<file path="src/rtl/servo_ramp.sv">
// servo_ramp: slew-rate limiter feeding the 8-bit duty input of the servo PDM stage.
// Accepts targets over valid/ready, walks duty toward the target by at most STEP
// counts every FRAME_DIV frame ticks, and buffers one pending target during a ramp.
// Optional build macro: SERVO_RAMP_CLAMP_EN clamps accepted targets to
// [MIN_DUTY, MAX_DUTY]; without it targets pass through untouched.
module servo_ramp #(
  parameter int STEP      = 1,
  parameter int FRAME_DIV = 1,
  parameter int INIT_DUTY = 128,
  parameter int MIN_DUTY  = 0,
  parameter int MAX_DUTY  = 255
) (
  input  logic       clk,
  input  logic       rst,
  input  logic       frame_tick,
  input  logic       hold,
  input  logic       tgt_valid,
  input  logic [7:0] tgt_data,
  output logic       tgt_ready,
  output logic [7:0] duty,
  output logic       busy,
  output logic       at_target
);

  localparam logic [0:0]  IDLE     = 1'b0;
  localparam logic [0:0]  RAMP     = 1'b1;
  localparam logic [7:0]  STEP_W   = 8'(STEP);
  localparam logic [15:0] DIV_LAST = 16'(FRAME_DIV - 1);

  // Parameter legality, caught at elaboration rather than as odd silicon behaviour.
  if (STEP < 1 || STEP > 255) begin : g_bad_step
    $error("servo_ramp: STEP must be 1..255");
  end
  if (FRAME_DIV < 1 || FRAME_DIV > 65535) begin : g_bad_div
    $error("servo_ramp: FRAME_DIV must be 1..65535");
  end
  if (MIN_DUTY < 0 || MAX_DUTY > 255 || INIT_DUTY < 0 || INIT_DUTY > 255) begin : g_bad_lim
    $error("servo_ramp: duty limits must be 8-bit values");
  end

`ifdef SERVO_RAMP_CLAMP_EN
  localparam logic [7:0] MIN_L = 8'(MIN_DUTY);
  localparam logic [7:0] MAX_L = 8'(MAX_DUTY);

  if (INIT_DUTY < MIN_DUTY || INIT_DUTY > MAX_DUTY) begin : g_bad_init
    $error("servo_ramp: INIT_DUTY outside [MIN_DUTY, MAX_DUTY]");
  end

  function automatic logic [7:0] clamp(input logic [7:0] v);
    if (v < MIN_L)      return MIN_L;
    else if (v > MAX_L) return MAX_L;
    else                return v;
  endfunction
`else
  function automatic logic [7:0] clamp(input logic [7:0] v);
    return v;
  endfunction
`endif

  logic [0:0]  state_q, state_d;
  logic [7:0]  duty_q, duty_d;
  logic [7:0]  target_q, target_d;
  logic [7:0]  pend_q, pend_d;
  logic        pend_valid_q, pend_valid_d;
  logic [15:0] div_q, div_d;
  logic        at_q, at_d;

  logic              xfer;
  logic              complete;
  logic signed [8:0] diff;
  logic              going_up;
  logic [7:0]        mag;
  logic [7:0]        duty_step;

  assign tgt_ready = (state_q == IDLE) || !pend_valid_q;
  assign xfer      = tgt_valid && tgt_ready;
  assign complete  = (state_q == RAMP) && (duty_q == target_q);

  // One bounded step toward the target; landing exactly on it when closer than STEP.
  always_comb begin
    diff      = $signed({1'b0, target_q}) - $signed({1'b0, duty_q});
    going_up  = !diff[8];
    mag       = going_up ? diff[7:0] : (duty_q - target_q);
    duty_step = target_q;
    if (mag > STEP_W) begin
      duty_step = going_up ? (duty_q + STEP_W) : (duty_q - STEP_W);
    end
  end

  // Next-state: handshake, completion priority, and frame-divided updates.
  always_comb begin
    // NOTE: every output of this block gets a default first so no path can infer a latch.
    state_d      = state_q;
    duty_d       = duty_q;
    target_d     = target_q;
    pend_d       = pend_q;
    pend_valid_d = pend_valid_q;
    div_d        = div_q;
    at_d         = 1'b0;

    if (state_q == IDLE) begin
      if (xfer) begin
        target_d = clamp(tgt_data);
        div_d    = '0;
        state_d  = RAMP;
      end
    end else if (complete) begin
      at_d = 1'b1;
      if (pend_valid_q) begin
        target_d     = pend_q;
        pend_valid_d = 1'b0;
        div_d        = '0;
      end else if (xfer) begin
        target_d = clamp(tgt_data);
        div_d    = '0;
      end else begin
        state_d = IDLE;
      end
    end else begin
      if (xfer) begin
        pend_d       = clamp(tgt_data);
        pend_valid_d = 1'b1;
      end
      if (frame_tick && !hold) begin
        if (div_q == DIV_LAST) begin
          div_d  = '0;
          duty_d = duty_step;
        end else begin
          div_d = div_q + 16'd1;
        end
      end
    end
  end

  // State registers; reset drops both current and pending targets.
  always_ff @(posedge clk or posedge rst) begin
    if (rst) begin
      state_q      <= IDLE;
      duty_q       <= 8'(INIT_DUTY);
      target_q     <= 8'(INIT_DUTY);
      pend_q       <= '0;
      pend_valid_q <= 1'b0;
      div_q        <= '0;
      at_q         <= 1'b0;
    end else begin
      // NOTE: non-blocking assignments so every register samples pre-edge values.
      state_q      <= state_d;
      duty_q       <= duty_d;
      target_q     <= target_d;
      pend_q       <= pend_d;
      pend_valid_q <= pend_valid_d;
      div_q        <= div_d;
      at_q         <= at_d;
    end
  end

  assign duty      = duty_q;
  assign busy      = (state_q == RAMP);
  assign at_target = at_q;

endmodule

</file>
<file path="config.mk">
export PLATFORM = sky130hd
export DESIGN_NAME = servo_ramp
export DESIGN_NICKNAME = d
export VERILOG_FILES = /design/src/rtl/servo_ramp.sv
export SDC_FILE = /design/constraint.sdc
export NUM_CORES = 1
export LEC_CHECK = 0
export CAP_MARGIN = 20
export CORE_MARGIN = 5
export CORE_UTILIZATION = 30
export CTS_CLUSTER_SIZE = 20
export DETAILED_ROUTE_END_ITERATION = 8
export PLACE_DENSITY = 0.56
export SLEW_MARGIN = 30
export SYNTH_ARGS = -nofsm -noshare
export SYNTH_HDL_FRONTEND = slang
export SYNTH_SLANG_ARGS = --single-unit
</file>
<file path="constraint.sdc">
create_clock -name clk -period 4.3 [get_ports clk]
set_input_delay 1.29 -clock clk [delete_from_list [all_inputs] [get_ports clk]]
set_output_delay 1.29 -clock clk [all_outputs]
set_load 0.1 [all_outputs]
</file>
Word level (Yosys, flattened, before mapping)
Index checks and enable logic that the tools add are counted.
{"block": "op_classes", "add_sub_neg": 5, "n_mul": 0, "div": 0, "n_lt_le_gt_ge": 1, "n_eq_ne": 3, "shift": 0, "n_mux": 21, "n_bitwise": 2, "reduce_logical": 11}
{"op": "16-bit two-way mux", "n": 6}
{"op": "8-bit two-way mux", "n": 7}
{"op": "16-bit by 1-bit adder with 16-bit output (second input constant)", "n": 1}
{"op": "16-bit logical NOT", "n": 1}
{"op": "8-bit by 8-bit subtractor with 9-bit output", "n": 1}
{"op": "8-bit by 1-bit adder with 8-bit output (second input constant)", "n": 1}
{"op": "8-bit equality test", "n": 1}
{"op": "8-bit by 1-bit > comparator with 1-bit output (second input constant)", "n": 1}
{"op": "1-bit two-way mux", "n": 8}
{"op": "8-bit by 1-bit subtractor with 8-bit output (second input constant)", "n": 1}
{"op": "8-bit subtractor", "n": 1}
{"op": "4-bit AND reduction", "n": 1}
{"op": "1-bit logical AND", "n": 3}
{"op": "3-bit by 1-bit inequality test with 1-bit output (second input constant)", "n": 1}
{"op": "3-bit AND reduction", "n": 1}
{"op": "1-bit logical NOT", "n": 2}
{"op": "2-bit by 1-bit inequality test with 1-bit output (second input constant)", "n": 1}
{"op": "1-bit inverter", "n": 2}
{"op": "2-bit AND reduction", "n": 1}
{"op": "2-bit nonzero test", "n": 1}
{"op": "1-bit logical OR", "n": 1}
{"block": "word_totals", "reg_bits": 43, "latchBits": 0, "ramBits": 0, "romBits": 0, "in_bits": 13, "word_cells": 50, "n_memories": 0}

Longest topological paths before layout
{"block": "depth", "word_depth": 7, "depth_mapped": 16, "depth_no_buf": 16}

Worst setup path after synthesis
Ideal clock, no wire load.
{"block": "synth_timing", "kind": "register to register", "start": "register duty_q[0] (netlist: duty[0])", "end": "register duty_q[7] (netlist: duty[7])", "setup_ns": 0.065, "arrival_time_ns": 4.190, "t_required_ns": 4.235, "slack_ns": 0.045, "path_stages_with_launch": 15, "path_buffers": 0, "period_less_slack_ns": 4.255, "cell_sequence": "dfrtp_1 -> ha_1 -> fa_1 -> nand2b_1 -> a211oi_1 -> nor2_1 -> ha_1 -> a21o_1 -> a21oi_1 -> o21bai_1 -> a2111oi_0 -> nor3_1 -> xnor2_1 -> or4_1 -> nand3_1"}
{"block": "synth_via", "elab_chain_cells": 4}
{"element": "start: declaration", "line_no": "61", "source": "logic [7:0] duty_q, duty_d;"}
{"element": "start signal: assignment", "line_no": "139", "source": "duty_q <= 8'(INIT_DUTY);"}
{"element": "start signal: assignment", "line_no": "148", "source": "duty_q <= duty_d;"}
{"element": "8-bit by 8-bit subtractor with 9-bit output (tied with other cells)", "line_no": "81", "source": "diff = $signed({1'b0, target_q}) - $signed({1'b0, duty_q});"}
{"element": "8-bit two-way mux / 1-bit logical AND (equally long branches)", "line_no": "83, 77"}
{"element": "8-bit by 1-bit > comparator with 1-bit output / 1-bit inverter (equally long branches)"}
{"element": "8-bit two-way mux / 4-bit AND reduction (equally long branches)"}
Several ways; a longest one is shown, not always the timed one.
A chain may end at the register's enable or synchronous reset.

Final worst setup path
{"block": "layout_timing", "start": "register target_q[0]", "end": "register duty_q[7] (netlist: duty[7])"}
{"block": "layout_via", "elab_chain_cells": 4}
{"element": "start: declaration", "line_no": "62", "source": "logic [7:0] target_q, target_d;"}
{"element": "start signal: assignment", "line_no": "140", "source": "target_q <= 8'(INIT_DUTY);"}
{"element": "start signal: assignment", "line_no": "149", "source": "target_q <= target_d;"}
{"element": "8-bit by 8-bit subtractor with 9-bit output (tied with other cells)", "line_no": "81"}
{"element": "8-bit two-way mux / 1-bit logical AND (equally long branches)", "line_no": "83, 77"}
{"element": "8-bit by 1-bit > comparator with 1-bit output / 1-bit inverter (equally long branches)"}
{"element": "8-bit two-way mux / 4-bit AND reduction (equally long branches)"}
Several ways; a longest one is shown, not always the timed one.

==> impl_metrics.yaml <==
floorplan:
  coreArea_um2: 10400
  row_count: 37
  start_util_pct: 30.8
  dieArea_um2: 12800
  fp.dieH_um: 113
  die_w_um: 113
  ios: 24
finish:
  nNetsFinal: 435
  diodes: 0
  syn_to_final_growth_pct: 14.4
  drive_gt1_share_pct: 9.32
min_path:
  holdPathEnd: "pend_q[3]"
  min_path_type: "reg -> reg"
  min_from: "pend_q[3]"
  min_path_cells: 1
synthesis:
  synth_top_area_share_pct: 32.2
  syn_inst: 373
  yosysWarningCount: 0
  synth_nets: 412
  ys_seq_area_share_pct: 33.8
  ys.flop_type: "dfrtp_1"
  synth_top_cells_by_area: "dfrtp_1 32%, ha_1 9.0%, a21oi_1 6.3%"
  post_synth_num_cell_types: 55
  synth_area_leader_cell: "dfrtp_1"
  syn_area_um2: 3190
  syn_area_per_cell_um2: 8.55
  synth-seq-cells: 43
  ys_async_sr_fraction_pct: 100
  synthMostInstantiatedCell: "dfrtp_1"
  synth_edf_count: 0
  netlist_top_cells_count: "41 x dfrtp_1, 40 x a21oi_1, 39 x nor2_1"
global_route:
  antenna_found_initial: 0
  grt_start_max_net_pins: 26
  grt_usage_pct: 12.0
  grt_pass1_wl_um: 12800
  grt-ovfl-total: 0
  first_global_vias: 2594
routing:
  finalWirelength_um: 7620
  detail-route-antenna-nets: 0
  drt-initial-drc-count: 195
  drc: 0
  first_pass_iters: 4
  viasPerCell: 5.26
  via_count: 2806
  routedWlPerCell_um: 14.3
clock_tree:
  clk_pin_slew_ns: 0.08
  cts.repair.resized: 0
  clk_latency_ns: 0.30
  cts_tree: "built"
  ctsHoldBuffers: 0
  post-cts-setup-buffers: 0
  cts_buffers: 5
  cts_root_buffer: "clkbuf_8"
  cts.sinks: 43
  ctsLongestPathBuffers: 2
  h-tree-depth: 2
sta:
  fmax_mhz: 256
  slew-limit-headroom_pct: 33.2
  fin_skew_ns: 0.00474
  setup_slack_ns: 0.390
  setup_viol: 0
  slew_viol_final: 0
  tns_ns: 0
  max_slew.worst_pin.slew_ns: 0.999
  finalHoldViolations: 0
  period_share_pct: 90.9
  period_needed_ns: 3.91
  rsz0062_at_grt: "false"
worst_setup_path:
  slowest_stage: "or4_1"
  crit_type: "reg -> reg"
  worstReg2RegEnd: "duty[7]"
  worstSetupStartpointType: "register"
  worstPathRequired_ns: 4.54
  ff2ff_path_depth: 15
  worstPathArrival_ns: 4.15
  max_stage_delay_ns: 0.47
  critical_path.max_fanout: 6
  rrSetupSlack_ns: 0.39
  worstPathCellList: "inv_1 -> ha_1 -> fa_1 -> nand2b_1 -> a211oi_1 -> nor2_1 -> buf_4 -> ha_1 -> a21oi_1 -> o21bai_1 -> a2111oi_0 -> nor3_1 -> xnor2_1 -> or4_1 -> nand3_1"
  worst_setup_path_end_kind: "register"
  crit_path_frequent_cell: "ha_1"
  r2r-start: "target_q[0]"
pwr:
  max-vdd-ir-drop_uv: 339
  leakagePower_nw: 1.56
  p_per_area_nw_per_um2: 882
place:
  dp_hpwl_um: 5810
  post-place-ws_ns: 0.447
  io_buffers: 23
  gp_congestion: 0.853
run:
  drv_cap: 0
run_status:
  outcome: "finished, final reports clean"
## critical path: cells and delay by family (launching register included)
kind	cells	cell delay, ns
AO/OA/AOI/OAI	4	1.11
adder cells (fa/ha/maj)	3	0.90
AND/OR/NAND/NOR	5	1.04
buffers and inverters	2	0.25
XOR/XNOR	1	0.15
flip-flops	1	0.40
## sequential cells by signal, indices dropped and copies added, names as in the netlist
name          cells
div_q            16
busy              1
target_q          8
at_target         1
duty              8
pend_valid_q      1
pend_q            8
## through the flow
step,hold WS (ns),area (um^2),power [mW],cells,utilization [%]
5_1_grt,0.534,3650,3.48,533,35.2
4_1_cts,0.515,3650,3.22,533,35.2
3_3_place_gp,0.487,3570,2.91,525,34.4
3_5_place_dp,0.494,3560,2.93,525,34.3
6_report,0.514,3650,3.22,533,35.2
2_1_floorplan,0.480,3190,2.47,373,-
## final cells by class
cell class	instances	area, um^2
tap	136	170
clock inverter	3	20.0
sequential	43	1080
clock buffer	5	68.8
multi-input combinational	290	1950
fill	1105	6720
timing repair buffer	29	265
inverter	27	101
## cell usage in the layout, fill, tap and decap left out, types with 6 or more instances in the layout
master,netlist,final
inv_1,27,26
nor2_1,39,39
o21ai_0,20,20
clkdlybuf4s50_1,0,20
nand3_1,10,10
nor3_1,12,12
a21oi_1,40,40
or3_1,7,7
buf_4,0,8
mux2_2,10,10
dfrtp_1,41,41
o22ai_1,10,10
nand4_1,6,6
ha_1,23,23
nand2_1,21,21
nor2b_1,6,6
## report_power, final
| group | internal, mW | switching [mW] | total [mW] |
|---|---|---|---|
| registers | 0.530 | 0.133 | 0.663 |
| logic | 0.932 | 1.37 | 2.30 |
| clock network | 0.113 | 0.146 | 0.259 |
| total | 1.57 | 1.65 | 3.22 |
## per-layer routing
metal	up-vias	track usage [%]	wire length [um]
li1	1406	-	-
met1	1335	17.8	3950
met2	56	18.3	3310
met3	9	1.12	226
met4	0	4.01	134
met5	-	0	0
## worst max path at each step
stage	depth (start not counted)	slack [ns]	start	endpoint
finish	15	0.39	target_q[0]	duty[7]
global route	15	0.12	target_q[0]	duty[7]
CTS	15	0.43	target_q[0]	duty[7]
detailed placement	14	0.45	duty[0]	duty[7]
global placement	14	0.54	duty[0]	duty[7]
floorplan	14	0.05	duty[0]	duty[7]
## cell families after synthesis
logic type	synth area share, %
and+or+nand+nor	21.7
adders and majority gates	10.9
xor gates and xnor gates	1.92
AOI/OAI and AO/OA	21.3
buffers and inverters	5.18
DFF	33.8
muxes	5.10
(Power assumes the default switching activity.)
